File: src/rtl/ls_port_arbiter.sv
// ls_port_arbiter: single local-store port arbiter for the odd pipe, DMA and
// instruction fetch, with registered LS port drive and per-requester rvalid.
// Ports: clock/reset; op_*, dma_*, if_* request side; *_gnt combinational
// grants; *_rvalid + rdata read return; branch_taken squashes fetch;
// ls_address/ls_data_input/ls_wrt_en/ls_rd_en drive the LS, ls_data_output
// returns LS read data one cycle after ls_rd_en.
// Option: define LS_ARB_STARVE_GUARD_EN to enable fetch starvation promotion
// after STARVE_LIMIT blocked cycles; otherwise priority is strictly fixed.
module ls_port_arbiter #(
  parameter int STARVE_LIMIT = 8
) (
  input  logic         clock,
  input  logic         reset,
  input  logic         op_req,
  input  logic         dma_req,
  input  logic         if_req,
  input  logic         op_we,
  input  logic         dma_we,
  input  logic [14:0]  op_addr,
  input  logic [14:0]  dma_addr,
  input  logic [14:0]  if_addr,
  input  logic [127:0] op_wdata,
  input  logic [127:0] dma_wdata,
  output logic         op_gnt,
  output logic         dma_gnt,
  output logic         if_gnt,
  output logic         op_rvalid,
  output logic         dma_rvalid,
  output logic         if_rvalid,
  output logic [127:0] rdata,
  input  logic         branch_taken,
  output logic [14:0]  ls_address,
  output logic [127:0] ls_data_input,
  output logic         ls_wrt_en,
  output logic         ls_rd_en,
  input  logic [127:0] ls_data_output
);

  typedef enum logic [1:0] {
    OWN_NONE,
    OWN_OP,
    OWN_DMA,
    OWN_IF
  } owner_t;

  if (STARVE_LIMIT < 1 || STARVE_LIMIT > 255) begin : g_bad_limit
    $error("STARVE_LIMIT must be in 1..255");
  end

  // Quadword alignment: the low nibble of the byte address never reaches
  // the LS.
  localparam logic [14:0] QW_MASK = 15'h7FF0;

  logic         if_ok;
  logic         promote;
  logic         xfer;
  logic         sel_we;
  logic [14:0]  sel_addr;
  logic [127:0] sel_wdata;
  owner_t       sel_own;
  owner_t       rd_owner;

  // A taken branch blocks fetch from being granted at all.
  assign if_ok = if_req & ~branch_taken;

`ifdef LS_ARB_STARVE_GUARD_EN
  localparam logic [7:0] LIMIT = 8'(STARVE_LIMIT);

  logic [7:0] starve_cnt;

  assign promote = if_ok && (starve_cnt >= LIMIT);

  // Counts cycles fetch has been refused; a branch cycle holds the count
  // since fetch is not competing then. Saturates so it never wraps to 0.
  always_ff @(posedge clock or posedge reset) begin
    if (reset) begin
      starve_cnt <= 8'd0;
    end else if (!if_req || if_gnt) begin
      starve_cnt <= 8'd0;
    end else if (!branch_taken && starve_cnt != 8'hFF) begin
      starve_cnt <= starve_cnt + 8'd1;
    end
  end
`else
  assign promote = 1'b0;
`endif

  always_comb begin
    op_gnt  = 1'b0;
    dma_gnt = 1'b0;
    if_gnt  = 1'b0;
    if (!reset) begin
      if (promote) begin
        if_gnt = 1'b1;
      end else if (op_req) begin
        op_gnt = 1'b1;
      end else if (dma_req) begin
        dma_gnt = 1'b1;
      end else if (if_ok) begin
        if_gnt = 1'b1;
      end
    end
  end

  assign xfer = op_gnt | dma_gnt | if_gnt;

  always_comb begin
    sel_we    = 1'b0;
    sel_addr  = if_addr;
    sel_wdata = op_wdata;
    sel_own   = OWN_IF;
    if (op_gnt) begin
      sel_we    = op_we;
      sel_addr  = op_addr;
      sel_wdata = op_wdata;
      sel_own   = OWN_OP;
    end else if (dma_gnt) begin
      sel_we    = dma_we;
      sel_addr  = dma_addr;
      sel_wdata = dma_wdata;
      sel_own   = OWN_DMA;
    end
  end

  always_ff @(posedge clock or posedge reset) begin
    if (reset) begin
      ls_address    <= 15'd0;
      ls_data_input <= 128'd0;
      ls_wrt_en     <= 1'b0;
      ls_rd_en      <= 1'b0;
      rd_owner      <= OWN_NONE;
      op_rvalid     <= 1'b0;
      dma_rvalid    <= 1'b0;
      if_rvalid     <= 1'b0;
    end else begin
      ls_wrt_en <= xfer & sel_we;
      ls_rd_en  <= xfer & ~sel_we;
      if (xfer) begin
        ls_address <= sel_addr & QW_MASK;
      end
      if (xfer && sel_we) begin
        ls_data_input <= sel_wdata;
      end
      rd_owner   <= (xfer && !sel_we) ? sel_own : OWN_NONE;
      op_rvalid  <= (rd_owner == OWN_OP);
      dma_rvalid <= (rd_owner == OWN_DMA);
      // A fetch read still in flight when a branch is taken is dropped.
      if_rvalid  <= (rd_owner == OWN_IF) && !branch_taken;
    end
  end

  // Data is forced to zero when no requester is being served.
  assign rdata = (op_rvalid | dma_rvalid | if_rvalid) ? ls_data_output
                                                      : 128'd0;

endmodule

File: config.mk
export PLATFORM = sky130hd
export DESIGN_NAME = ls_port_arbiter
export DESIGN_NICKNAME = d
export VERILOG_FILES = /design/src/rtl/ls_port_arbiter.sv
export SDC_FILE = /design/constraint.sdc
export NUM_CORES = 1
export LEC_CHECK = 0
export ABC_AREA = 1
export ABC_CLOCK_PERIOD_IN_PS = 4500
export CAP_MARGIN = 10
export CORE_AREA = 3 3 274 276
export DETAILED_ROUTE_END_ITERATION = 16
export DIE_AREA = 0 0 277 279
export HOLD_SLACK_MARGIN = 0.03
export PLACE_DENSITY = 0.47
export SYNTH_ARGS = -nofsm -noshare
export SYNTH_HDL_FRONTEND = slang
export SYNTH_SLANG_ARGS = --single-unit
File: constraint.sdc
create_clock -name clock -period 4.5 [get_ports clock]
set_input_delay 0.9 -clock clock [delete_from_list [all_inputs] [get_ports clock]]
set_output_delay 0.9 -clock clock [all_outputs]
set_load 0.01 [all_outputs]
==> results of run 1 <==
area by class of cell:
type / count / area, um^2
Timing Repair Buffer: 713 / 7160
Clock buffer: 19 / 443
Tap cell: 959 / 1200
Sequential cell: 146 / 3650
Antenna cell: 5 / 12.5
Multi-Input combinational cell: 994 / 3820
Inverter: 150 / 572
Clock inverter: 13 / 128
Fill cell: 8237 / 55800
report_power, final:
group / switching [W] / leakage, nW / internal, W
Clock: 0.000676 / 0.276 / 0.000784
Sequential: 0.000130 / 1.82 / 0.00154
Combinational: 0.000839 / 6.23 / 0.00106
Total: 0.00165 / 8.33 / 0.00338
worst max-delay path, cell delays in order:
cell             delay (ps)
clkdlybuf4s50_1         500
nor2_2                  530
nand2_4                 140
inv_4                   140
clkdlybuf4s50_1         550
cells in the final DEF, fill, tap and decap left out:
cell type          n
nand2_1          816
clkdlybuf4s50_1  699
inv_1            147
dfrtp_1          146
nor2_1           133
nand3_1           28
clkbuf_16         17
buf_4              9
nand3b_1           6
diode_2            5
buf_12             5
conb_1             4
clkinv_4           4
clkinvlp_4         3
inv_6              3
nor2_2             2
nand2_4            2
inv_4              2
clkinv_2           2
nor3_2             1
o21ai_1            1
nor3_1             1
clkbuf_8           1
bufinv_16          1
clkbuf_1           1
inv_8              1
stage by stage:
stage,instance area (um^2),total power [W]
after floorplan,8460,0.00233
after global placement,16400,0.00363
after detailed placement,16400,0.00363
after CTS,17000,0.00516
after global routing,17000,0.00537
final,17000,0.00503
kinds of logic (layout without fill, tap and decap cells):
logic type	Yosys count	after routing	share of synthesized area, %
AND/OR/NAND/NOR	989	989	44.8
other	1	9	0.0444
flip-flops	146	146	43.3
buffers and inverters	231	895	11.8
AO/OA/AOI/OAI	1	1	0.0592
registers in the layout (all words and copies together) (netlist names):
| register | cells |
|---|---|
| dma_rvalid | 1 |
| if_rvalid | 1 |
| ls_address | 11 |
| ls_data_input | 128 |
| ls_rd_en | 1 |
| ls_wrt_en | 1 |
| op_rvalid | 1 |
| rd_owner | 2 |
per-layer routing:
layer  wire [um]  track usage (%)  part of all wire (%)  vias to the layer above
met1       19500             13.8                    42                     4482
li1            -                -                     -                     5247
met3        3370             3.95                   7.2                       45
met2       22400             19.6                    48                      396
met5          27                0                 0.058                        -
met4        1180             4.42                   2.5                        4
how the worst max path moves through the flow:
| stage | to | slack (ps) | depth (start not counted) |
|---|---|---|---|
| 6_report | dma_gnt | 830 | 5 |
| 5_1_grt | dma_gnt | 760 | 5 |
| 4_1_cts | dma_gnt | 840 | 5 |
| 3_5_place_dp | dma_gnt | 850 | 5 |
| 3_3_place_gp | dma_gnt | 840 | 5 |
| 2_1_floorplan | ls_address[10] | 310 | 6 |
Yosys cell counts:
cell,n,area [um^2]
nand2_1,816,3060
inv_1,148,556
dfrtp_1,146,3650
nor2_1,133,499
buf_2,37,185
nand3_1,28,140
clkbuf_1,24,90.1
buf_4,18,135
nand3b_1,6,45.0
buf_6,2,22.5
inv_2,2,7.51
nand2_2,2,12.5
nor2_2,2,12.5
nor3_1,2,10.0
conb_1,1,3.75
o21ai_1,1,5.00
==> run summary, run 1 <==
PD cells: 296 nW/um^2
#FFs+latches synth: 146
Final hold vios: 0
Worst setup EP type: primary output
HP Start: rd_owner[0]
Post-CTS Setup Repair Bufs: 0
Clk buf depth: 2
CTS tree: done
Gates resized, CTS repair: 0
Cells on worst reg2reg path: 3
Number of buffers created by CTS: 17
RR Endpoint: ls_address[13]
Fin crit share: 81.5%
Final nets: 2459
Cell Count, Final, Fillers Out: 2999
# clock sinks: 146
Yosys warns: 0
Routed len/inst: 15.5 um
Setup crit start kind: input port
CP max FO: 13
Initial Utilization: 11.6%
Hold WS: 445 ps
# Max-Cap Violations: 0
Die extent in x: 277 um
Hpwl dp: 35.8 mm
H-tree Lvls: 4
Synth Instances: 1368
Worst hold stages: 1
Worst-Margin Slew: 865 ps
Post-synthesis area per instance: 6.17 um^2
Die height: 279 um
Status: finished, final reports clean
Arr. time, crit path: 2770 ps
FMAX: 273 MHz
Setup slack, reg-to-reg: 3730 ps
Inst Count DP: 2962
Hold crit path type: reg2reg
Clk_skew: 17.0 ps
Initial antenna violation count: 7
Utilization after layout: 23.3%
Clock slew at reported path FFs: 70 ps
Worst R2R Start: ls_address[13]
Cell variety after synth: 16
CORE AREA: 72800 um^2
DR vias/cell: 3.39
Placement Setup Slack: 848 ps
Layout cells sized above 1: 2.60%
Hold Crit Endpoint: dma_rvalid
# rows: 99
Final worst path period need: 3670 ps
Proportion of synthesized chip area in sequential cells: 43.3%
All-Layer GR Usage: 11.7%
Area grow syn2layout: 101%
Kind of critical path: in2out
First-pass GRT wire length: 68.0 mm
# setup viols final: 0
Die area: 77300 um^2
Post-DRT Antenna Nets: 0
Grt total ovfl: 0
Max Slew Vio Count: 0
Final WS setup: 834 ps
DRT Pass-1 Iters: 4
DRC: 0
Slew HR: 42.3%
Worst path required time: 3600 ps
Largest net degree at the start of global routing: 129
Mapped cell area: 8440 um^2
Clock Latency Late Sink: 480 ps
Pleak: 8.33 nW
Via Count: 10174
Post-Route WL: 46.5 mm
Final RePlAce weighted congestion: 0.842
RSZ-0062 raised after global routing: false
Clock Tree Root: clkbuf_16
IO buf count: 699
I/O pin total: 716
First DRT Iteration DRCs: 467
VDD IR max: 0.000152 V
Hold_buf cts: 0
Crit path from: reset
Setup_tns: 0 ps
Vias in the first global route: 10102
Note: power is estimated with default switching activity, not from simulation.
==> run 2: changes to the inputs <==
==> config.mk (replaced) <==
export PLATFORM = sky130hd
export DESIGN_NAME = ls_port_arbiter
export DESIGN_NICKNAME = d
export VERILOG_FILES = /design/src/rtl/ls_port_arbiter.sv
export SDC_FILE = /design/constraint.sdc
export NUM_CORES = 1
export LEC_CHECK = 0
export ABC_AREA = 1
export ABC_CLOCK_PERIOD_IN_PS = 3500
export CAP_MARGIN = 10
export CORE_AREA = 3 3 277 279
export DETAILED_ROUTE_END_ITERATION = 16
export DIE_AREA = 0 0 280 282
export HOLD_SLACK_MARGIN = 0.03
export PLACE_DENSITY = 0.45
export SYNTH_ARGS = -nofsm -noshare
export SYNTH_HDL_FRONTEND = slang
export SYNTH_SLANG_ARGS = --single-unit
==> constraint.sdc (replaced) <==
create_clock -name clock -period 3.5 [get_ports clock]
set_input_delay 0.7 -clock clock [delete_from_list [all_inputs] [get_ports clock]]
set_output_delay 0.7 -clock clock [all_outputs]
set_load 0.01 [all_outputs]
==> run 2 against run 1 <==
- setup slack worse by 400 ps
- critical path depth is 1 lower
- combinational power is 30% higher
- highest routed layer unchanged
- sequential power is 29% higher
==> run summary, run 2 (synthesized netlist as in run 1, its figures left out) <==
Worst-Margin Slew: 830 ps
Internal power: 0.00435 W
Switch Pwr: 0.00211 W
GRT busiest layer: met2
Routed len/inst: 15.6 um
Largest net degree at the start of global routing: 129
VDD IR max: 0.000248 V
CTS tree: done
Post-Route WL: 47.1 mm
Status: finished, final reports clean
CP max FO: 126
Clock Latency Late Sink: 470 ps
Layout cells sized above 1: 2.84%
Cell Count, Final, Fillers Out: 3015
Via Count: 10439
Kind of critical path: reg2out
Commonest non-fill, non-tap cell in the layout: nand2_1
Hold crit path type: reg2reg
# rows: 100
Gates resized, CTS repair: 0
DRT Pass-1 Iters: 5
# Max-Cap Violations: 0
Die area: 79000 um^2
Clk buf depth: 2
Initial antenna violation count: 8
Clk pwr share: 28.6%
Commonest cells after routing, fill and taps aside: nand2_1 (815), clkdlybuf4s50_1 (699), inv_1 (147), dfrtp_1 (146), nor2_1 (133)
Final worst path period need: 3070 ps
PD cells: 379 nW/um^2
First-pass GRT wire length: 67.4 mm
Final hold vios: 0
Worst setup EP type: primary output
Slew HR: 44.7%
Worst path required time: 2800 ps
I/O pin total: 716
Number of buffers created by CTS: 17
CP max stage delay: 560 ps
Max Slew Vio Count: 0
Setup slack, reg-to-reg: 2740 ps
Critical Path, Cell by Cell: nor3_2 -> buf_12 -> nor2_1 -> clkdlybuf4s50_1
First DRT Iteration DRCs: 430
Logic pwr share: 38.2%
Switching Share: 32.7%
# setup viols final: 0
Clock Tree Root: clkbuf_16
Initial Utilization: 11.3%
Die extent in x: 280 um
All-Layer GR Usage: 11.5%
Die height: 282 um
Hpwl dp: 38.0 mm
Total Power: 0.00647 W
Post-DRT Antenna Nets: 0
Largest register FFs: 128
Met3 Usage GRT: 3.98%
Post-CTS Setup Repair Bufs: 0
Worst Path Buf+Inv: 2
Inst Count DP: 2976
IO buf count: 699
FMAX: 326 MHz
Clock slew at reported path FFs: 70 ps
# clock sinks: 146
CORE AREA: 74400 um^2
H-tree Lvls: 4
RSZ-0062 raised after global routing: false
Hold_buf cts: 0
Biggest regs: ls_data_input x128, ls_address x11, rd_owner x2
Delay-heaviest family, CP: buffers and inverters
Fin crit share: 87.6%
M2 GR Usage: 20.5%
Pleak: 8.35 nW
Largest Register: ls_data_input
Final RePlAce weighted congestion: 0.869
Vias in the first global route: 10603
DR vias/cell: 3.46
Final nets: 2463
Crit-path slowest cell: clkdlybuf4s50_1
DRC: 0
Clk_skew: 5.55 ps
Grt total ovfl: 0
Setup crit start kind: flop
Routing usage on met1: 12.4%
Arr. time, crit path: 2370 ps
Area grow syn2layout: 102%
Sequential power share: 33.2%
[run 2: cell count changes in the layout (fill, tap and decap cells not counted), sizes merged]
cell | before | now
buf | 14 | 18
diode | 5 | 7
clkinv | 6 | 5
clkinvlp | 3 | 4
[run 2: cell type report]
type                            instances  area (um^2)
Fill cell                            8248        57400
Timing Repair Buffer                  717         7210
Multi-Input combinational cell        994         3820
Sequential cell                       146         3650
Tap cell                              969         1210
Inverter                              150          572
Clock buffer                           19          443
Clock inverter                         13          128
Antenna cell                            7         17.5
[run 2: worst paths after layout]
| path | from | to | cells past startpoint |
|---|---|---|---|
| hold reg to reg | rd_owner[0] | dma_rvalid | 1 |
| min in group asynchronous | reset | ls_address[14] | 3 |
| max in group asynchronous | reset | ls_data_input[90] | 4 |
| hold / removal | rd_owner[0] | dma_rvalid | 1 |
| setup / recovery | dma_rvalid | rdata[89] | 4 |
| setup reg to reg | ls_address[5] | ls_address[5] | 3 |
[run 2: per-stage QoR]
stage,setup WS (ps),hold slack (ps),utilization (%),setup TNS (ps),instance area (um^2)
2_1_floorplan,-448,401,-,-6200,8470
3_3_place_gp,433,411,22.1,0,16500
3_5_place_dp,421,410,22.1,0,16500
4_1_cts,347,441,22.9,0,17000
5_1_grt,257,471,22.9,0,17100
6_report,434,430,22.9,0,17100
[run 2: power groups by stage]
stage	Combinational (W)	Clock (W)	Sequential, W
2_1_floorplan	0.000696	0	0.00231
3_3_place_gp	0.00254	0	0.00217
3_5_place_dp	0.00253	0	0.00218
4_1_cts	0.00254	0.00197	0.00215
5_1_grt	0.00270	0.00202	0.00219
6_report	0.00247	0.00185	0.00215
[run 2: layer usage]
| layer | part of all wire [%] | wire (um) |
|---|---|---|
| met5 | 0.028 | 13 |
| met4 | 2.5 | 1180 |
| met3 | 7.9 | 3700 |
| met2 | 51 | 24200 |
| met1 | 38 | 18000 |
==> run 3: changes to the inputs <==
--- a/config.mk
+++ b/config.mk
@@ -11,7 +11,7 @@
 export CORE_AREA = 3 3 277 279
 export DETAILED_ROUTE_END_ITERATION = 16
 export DIE_AREA = 0 0 280 282
-export HOLD_SLACK_MARGIN = 0.03
+export HOLD_SLACK_MARGIN = 0.05
 export PLACE_DENSITY = 0.45
 export SYNTH_ARGS = -nofsm -noshare
 export SYNTH_HDL_FRONTEND = slang
==> results of run 3 <==
No change in the layout: final DEF, timing and power equal those of run 2.
